--- config.mk ---
export PLATFORM = sky130hd
export DESIGN_NAME = cpu_ctrl_unit
export DESIGN_NICKNAME = d
export VERILOG_FILES = /design/src/rtl/cpu_ctrl_pkg.sv /design/src/rtl/cpu_ctrl_unit_mem_wait_timer.sv /design/src/rtl/cpu_ctrl_unit.sv
export SDC_FILE = /design/constraint.sdc
export NUM_CORES = 1
export LEC_CHECK = 0
export BUFFER_PORTS_ARGS = -buffer_cell sky130_fd_sc_hd__buf_2
export CORE_MARGIN = 1.5
export CORE_UTILIZATION = 30
export DETAILED_ROUTE_END_ITERATION = 7
export SETUP_SLACK_MARGIN = 0.3
export SKIP_CTS_REPAIR_TIMING = 1
export SYNTH_ARGS = -nofsm -noshare
export SYNTH_HDL_FRONTEND = slang
export SYNTH_SLANG_ARGS = --single-unit
--- constraint.sdc ---
create_clock -name I_clk -period 1.7 [get_ports I_clk]
set_input_delay 0.17 -clock I_clk [delete_from_list [all_inputs] [get_ports I_clk]]
set_output_delay 0.17 -clock I_clk [all_outputs]
set_load 0.005 [all_outputs]
--- src/rtl/cpu_ctrl_pkg.sv ---
// Shared types and constants for the multi-cycle control sequencer.
package cpu_ctrl_pkg;

    localparam int unsigned OPW_DEF     = 5;
    localparam int unsigned TMO_W_DEF   = 4;
    localparam int unsigned TMO_MAX_DEF = 15;

    typedef enum logic [2:0] {
        ST_IDLE    = 3'd0,
        ST_FETCH   = 3'd1,
        ST_DECODE  = 3'd2,
        ST_REGREAD = 3'd3,
        ST_ALU     = 3'd4,
        ST_MEM     = 3'd5,
        ST_WB      = 3'd6,
        ST_HALT    = 3'd7
    } state_e;

    localparam logic [3:0] OP_STORE = 4'b0111;
    localparam logic [3:0] OP_LOAD  = 4'b1000;
    localparam logic [3:0] OP_BRC   = 4'b1100;
    localparam logic [3:0] OP_JMP   = 4'b1101;
    localparam logic [4:0] OP_HALT  = 5'b11111;

    typedef enum logic [2:0] {
        CL_ALU,
        CL_STORE,
        CL_LOAD,
        CL_BRC,
        CL_JMP,
        CL_HALT
    } op_class_e;

    // Registered stage strobes and status flags.
    typedef struct packed {
        logic fetch_en;
        logic dec_en;
        logic rf_en;
        logic alu_en;
        logic mem_en;
        logic mem_we;
        logic wb_en;
        logic busy;
        logic halted;
    } strobes_t;

    // Halt is checked on the full opcode before the 4-bit class field.
    function automatic op_class_e classify(input logic [4:0] op);
        op_class_e cls;
        cls = CL_ALU;
        if (op == OP_HALT) begin
            cls = CL_HALT;
        end else begin
            case (op[4:1])
                OP_STORE: cls = CL_STORE;
                OP_LOAD:  cls = CL_LOAD;
                OP_BRC:   cls = CL_BRC;
                OP_JMP:   cls = CL_JMP;
                default:  cls = CL_ALU;
            endcase
        end
        return cls;
    endfunction

endpackage

--- src/rtl/cpu_ctrl_unit_mem_wait_timer.sv ---
// Memory wait-cycle counter; flags expiry when a wait is still pending at TMO_MAX.
module mem_wait_timer #(
    parameter int unsigned TMO_W   = 4,
    parameter int unsigned TMO_MAX = 15
) (
    input  logic clk,
    input  logic rst,
    input  logic clr,
    input  logic inc,
    output logic expire_c
);

    logic [TMO_W-1:0] count_q;
    logic [TMO_W-1:0] count_d;

    always_comb begin
        expire_c = inc && (count_q == TMO_W'(TMO_MAX));
        count_d  = count_q;
        if (clr) begin
            count_d = '0;
        end else if (inc && !expire_c) begin
            count_d = count_q + TMO_W'(1);
        end
    end

    always_ff @(posedge clk) begin
        if (rst) begin
            count_q <= '0;
        end else begin
            count_q <= count_d;
        end
    end

endmodule

--- src/rtl/cpu_ctrl_unit.sv ---
// Multi-cycle instruction sequencer driving per-stage enables and PC control.
module cpu_ctrl_unit
    import cpu_ctrl_pkg::*;
#(
    parameter int unsigned OPW     = OPW_DEF,
    parameter int unsigned TMO_W   = TMO_W_DEF,
    parameter int unsigned TMO_MAX = TMO_MAX_DEF
) (
    input  logic           I_clk,
    input  logic           I_rst,
    input  logic           I_run,
    input  logic           I_mem_ready,
    input  logic [OPW-1:0] I_opcode,
    input  logic           I_branch_taken,
    output logic           O_fetch_en,
    output logic           O_dec_en,
    output logic           O_rf_en,
    output logic           O_alu_en,
    output logic           O_mem_en,
    output logic           O_mem_we,
    output logic           O_wb_en,
    output logic           O_pc_inc,
    output logic           O_pc_load,
    output logic [2:0]     O_state,
    output logic           O_busy,
    output logic           O_halted,
    output logic           O_fault
);

    state_e    state_q, state_d;
    logic      fault_q, fault_d;
    strobes_t  out_q, out_d;
    op_class_e cls;
    logic      wait_inc;
    logic      tmo_expire_c;
    logic      pc_inc_c;
    logic      pc_load_c;

    assign cls      = classify(I_opcode[4:0]);
    assign wait_inc = ((state_q == ST_FETCH) || (state_q == ST_MEM)) && !I_mem_ready;

    // Any state change restarts the count, so each FETCH/MEM visit starts at zero.
    mem_wait_timer #(
        .TMO_W   (TMO_W),
        .TMO_MAX (TMO_MAX)
    ) u_timer (
        .clk      (I_clk),
        .rst      (I_rst),
        .clr      (state_d != state_q),
        .inc      (wait_inc),
        .expire_c (tmo_expire_c)
    );

    always_comb begin
        state_d   = state_q;
        fault_d   = fault_q;
        pc_inc_c  = 1'b0;
        pc_load_c = 1'b0;
        out_d     = '0;

        case (state_q)
            ST_IDLE: begin
                if (I_run && !fault_q) begin
                    state_d = ST_FETCH;
                end
            end
            ST_FETCH: begin
                if (I_mem_ready) begin
                    state_d = ST_DECODE;
                end else if (tmo_expire_c) begin
                    state_d = ST_IDLE;
                    fault_d = 1'b1;
                end
            end
            ST_DECODE:  state_d = ST_REGREAD;
            ST_REGREAD: state_d = ST_ALU;
            ST_ALU: begin
                case (cls)
                    CL_HALT: state_d = ST_HALT;
                    CL_JMP: begin
                        pc_load_c = 1'b1;
                        state_d   = ST_FETCH;
                    end
                    CL_BRC: begin
                        pc_load_c = I_branch_taken;
                        pc_inc_c  = !I_branch_taken;
                        state_d   = ST_FETCH;
                    end
                    CL_LOAD, CL_STORE: state_d = ST_MEM;
                    default: state_d = ST_WB;
                endcase
            end
            ST_MEM: begin
                // The registered write strobe remembers store vs load for the whole access.
                if (I_mem_ready) begin
                    if (out_q.mem_we) begin
                        pc_inc_c = 1'b1;
                        state_d  = ST_FETCH;
                    end else begin
                        state_d = ST_WB;
                    end
                end else if (tmo_expire_c) begin
                    state_d = ST_IDLE;
                    fault_d = 1'b1;
                end
            end
            ST_WB: begin
                pc_inc_c = 1'b1;
                state_d  = I_run ? ST_FETCH : ST_IDLE;
            end
            ST_HALT: state_d = ST_HALT;
            default: state_d = ST_IDLE;
        endcase

        // Strobes are decoded from the next state so they align with O_state.
        out_d.fetch_en = (state_d == ST_FETCH);
        out_d.dec_en   = (state_d == ST_DECODE);
        out_d.rf_en    = (state_d == ST_REGREAD);
        out_d.alu_en   = (state_d == ST_ALU);
        out_d.mem_en   = (state_d == ST_MEM);
        out_d.mem_we   = (state_d == ST_MEM) &&
                         ((state_q == ST_MEM) ? out_q.mem_we : (cls == CL_STORE));
        out_d.wb_en    = (state_d == ST_WB);
        out_d.busy     = (state_d != ST_IDLE) && (state_d != ST_HALT);
        out_d.halted   = (state_d == ST_HALT);
    end

    always_ff @(posedge I_clk) begin
        if (I_rst) begin
            state_q <= ST_IDLE;
            fault_q <= 1'b0;
            out_q   <= '0;
        end else begin
            state_q <= state_d;
            fault_q <= fault_d;
            out_q   <= out_d;
        end
    end

    assign O_fetch_en = out_q.fetch_en;
    assign O_dec_en   = out_q.dec_en;
    assign O_rf_en    = out_q.rf_en;
    assign O_alu_en   = out_q.alu_en;
    assign O_mem_en   = out_q.mem_en;
    assign O_mem_we   = out_q.mem_we;
    assign O_wb_en    = out_q.wb_en;
    assign O_busy     = out_q.busy;
    assign O_halted   = out_q.halted;
    assign O_fault    = fault_q;
    assign O_state    = state_q;
    // PC controls depend on same-cycle branch and ready inputs.
    assign O_pc_inc   = pc_inc_c;
    assign O_pc_load  = pc_load_c;

endmodule

==> impl_metrics.csv <==
group,metric,value,unit
outcome,status,"finished clean",
sta,tightest_slew,0.324,ns
grt,grt_pass1_wl,3440,um
floorplan,die_area,0.00346,mm^2
yosys,syn_area,933,um^2
critical_path,critical_path_arrival,1.78,ns
place,place_congestion,0.757,
yosys,synth_edf_count,0,
critical_path,cpPeakStageDelay,0.47,ns
layout,final_cell_mix,"buf_2, dfxtp_1, nor2_1, buf_4, nand2_1",
layout,seqCellArea,354,um^2
drt,routed_via_density,5.41,
critical_path,end_kind,"register",
sta,slew_violations,0,
power_and_ir_drop,power_density,834,mW/mm^2
floorplan,core_area,0.00300,mm^2
clocking,worstSkewPairLatency,0.29,ns
layout,nFillCells,297,
clocking,clk_path_buf_depth,2,
power_and_ir_drop,fin_total_pwr,0.00110,W
sta,setup_tns,0,ns
floorplan,initial_utilization,31.1,%
critical_path,cp-start-kind,"register",
worst_hold_path,min-delay-start,"I_rst",
sta,fin_crit,1.57,ns
grt,grt_pass1_vias,760,
grt,grt.total_usage,12.8,%
place,numPortBuffers,24,
critical_path,cp.required,1.91,ns
sta,fin_skew,0.00556,ns
grt,grt_max_degree,16,
drt,wire_per_inst,14.4,um
layout,final_cells,168,
drt,vias,909,
sta,hold_viol,0,
clocking,cts_tree,"built",
sta,rsz0062_at_grt,"yes",
grt,antenna_found_initial,0,
critical_path,crit_slowest_cell,"dfxtp_4",
critical_path,critPathBufInv,0,
place,hpwlAfterDp,1620,um
worst_hold_path,hp-class,"input port to register",
layout,final_common_cell,"buf_2",
clocking,numCtsBuffers,3,
sta,min_period_over_period,92.1,%
sta,fmax,638,MHz
layout,final_util,43.8,%
layout,nNetsFinal,147,
drt,firstDrtPassIters,4,
yosys,synth_area_per_cell,9.33,um^2
drt,drt-initial-drc-count,43,
sta,setup_viol,0,
clocking,cts-htree-levels,1,
critical_path,path_cells,"nor2b_1, a32o_1, a41oi_4, a211oi_1, a311oi_2",
clocking,cts_root_buffer,"clkbuf_4",
layout,area_growth,40.8,%
yosys,synth_fp_nets,111,
clocking,clock_sinks,17,
place,placedCellCount,157,
critical_path,crit_family,"compound AO/OA/AOI/OAI gates",
yosys,yosysWarnings,0,
clocking,clk_pin_slew,0.10,ns
layout,antenna_cells,0,
yosys,synth_cells,100,
power_and_ir_drop,peakVddDrop,382,uV
critical_path,r2r-start,"O_state[1]",
grt,grt_overflow_total,0,
yosys,synthArstFlopShare,0,%
drt,antenna_left,0,
layout,multi_input_area,658,um^2
critical_path,startpoint,"O_state[1]",
floorplan,dieWidth,58.8,um
critical_path,crit_path_max_fanout,14,
floorplan,dieHeight,58.8,um
floorplan,io-pin-count,25,
floorplan,rows,20,
yosys,synth_seq_cells,17,
drt,drt-total-wl,2410,um
job,cap_violations,0,
power_and_ir_drop,p_leak,0.512,nW
drt,drc_errors,0,
yosys,ys_seq_area_share,36.5,%
yosys,ys.flop_type,"dfxtp_1",
layout,post_route_cells_drive_above_1_share,51.1,%
sta,relSlewSlack,78.4,%
yosys,synth_cell_type_count,49,
critical_path,path_class,"register to register",
flip-flops by register name, indices dropped and copies added (netlist names):
| name | cells |
|---|---|
| O_fault | 1 |
| u_timer.count_q | 4 |
| O_alu_en | 1 |
| O_busy | 1 |
| O_dec_en | 1 |
| O_mem_we | 1 |
| O_state | 3 |
| O_fetch_en | 1 |
| O_rf_en | 1 |
| O_wb_en | 1 |
| O_mem_en | 1 |
| O_halted | 1 |
layout make-up:
class,count,area share (%)
clock buffer,3,1.71
clock inverter,1,0.381
inverter,3,0.857
multi-input combinational,75,50.1
sequential,17,27.0
tap,33,3.14
timing repair buffer,36,16.9
worst paths after layout:
kind                              to  slack, ns  cells past startpoint
setup / recovery              O_busy       0.13                      5
hold / removal            O_state[2]       0.16                      2
setup reg to reg              O_busy       0.13                      5
hold reg to reg   u_timer.count_q[1]       0.61                      2
synthesized netlist by cell type (2+ instances only):
master | number | share of area (%)
nor3b_2 | 2 | 2.7
o21ai_0 | 2 | 1.1
buf_2 | 2 | 1.1
dfxtp_1 | 17 | 36
nor2_1 | 9 | 3.6
nand2_1 | 5 | 2.0
inv_1 | 2 | 0.80
a311oi_1 | 2 | 1.9
nand2b_1 | 2 | 1.3
nor3b_1 | 2 | 1.6
nor3_1 | 6 | 3.2
nor4_1 | 2 | 1.3
nand3_1 | 2 | 1.1
xnor2_1 | 2 | 1.9
and3_1 | 2 | 1.3
a21o_1 | 2 | 1.6
nor2b_1 | 4 | 2.7
a21oi_1 | 3 | 1.6
a31oi_1 | 2 | 1.3
report_power, final:
part	internal, W	total (W)	switching [W]
clock	0.0000876	0.000216	0.000129
combinational	0.000200	0.000414	0.000214
sequential	0.000428	0.000465	0.0000362
total	0.000717	0.00110	0.000379
worst reg2reg max path, delay by kind of cell, from the launching register on:
family          cells  cell delay, ns
compound gates      4            0.95
flops               1            0.47
simple gates        1            0.07
metrics by stage:
| step | hold slack (ns) | area [um^2] | setup WS [ns] |
|---|---|---|---|
| 6_report | 0.164 | 1310 | 0.134 |
| 5_1_grt | 0.168 | 1310 | 0.0607 |
| 4_1_cts | 0.140 | 1170 | 0.0695 |
| 3_5_place_dp | 0.462 | 1150 | 0.0848 |
| 3_3_place_gp | 0.463 | 1150 | 0.112 |
| 2_1_floorplan | 0.454 | 993 | 0.209 |
kinds of logic after synthesis:
family | share of synthesized area (%)
AOI/OAI and AO/OA | 22.0
adders and majority gates | 1.34
DFF | 36.5
buffers and inverters | 4.42
muxes | 2.28
and+or+nand+nor | 30.7
xor gates and xnor gates | 2.82
routing by layer:
metal  up-vias  wire length (um)  GRT usage [%]
li1        440                 -              -
met1       433              1210           18.8
met2        31              1060           17.9
met3         5               101           1.98
met4         0                38           6.49
met5         -                 0              0
Note: power is estimated with default switching activity, not from simulation.
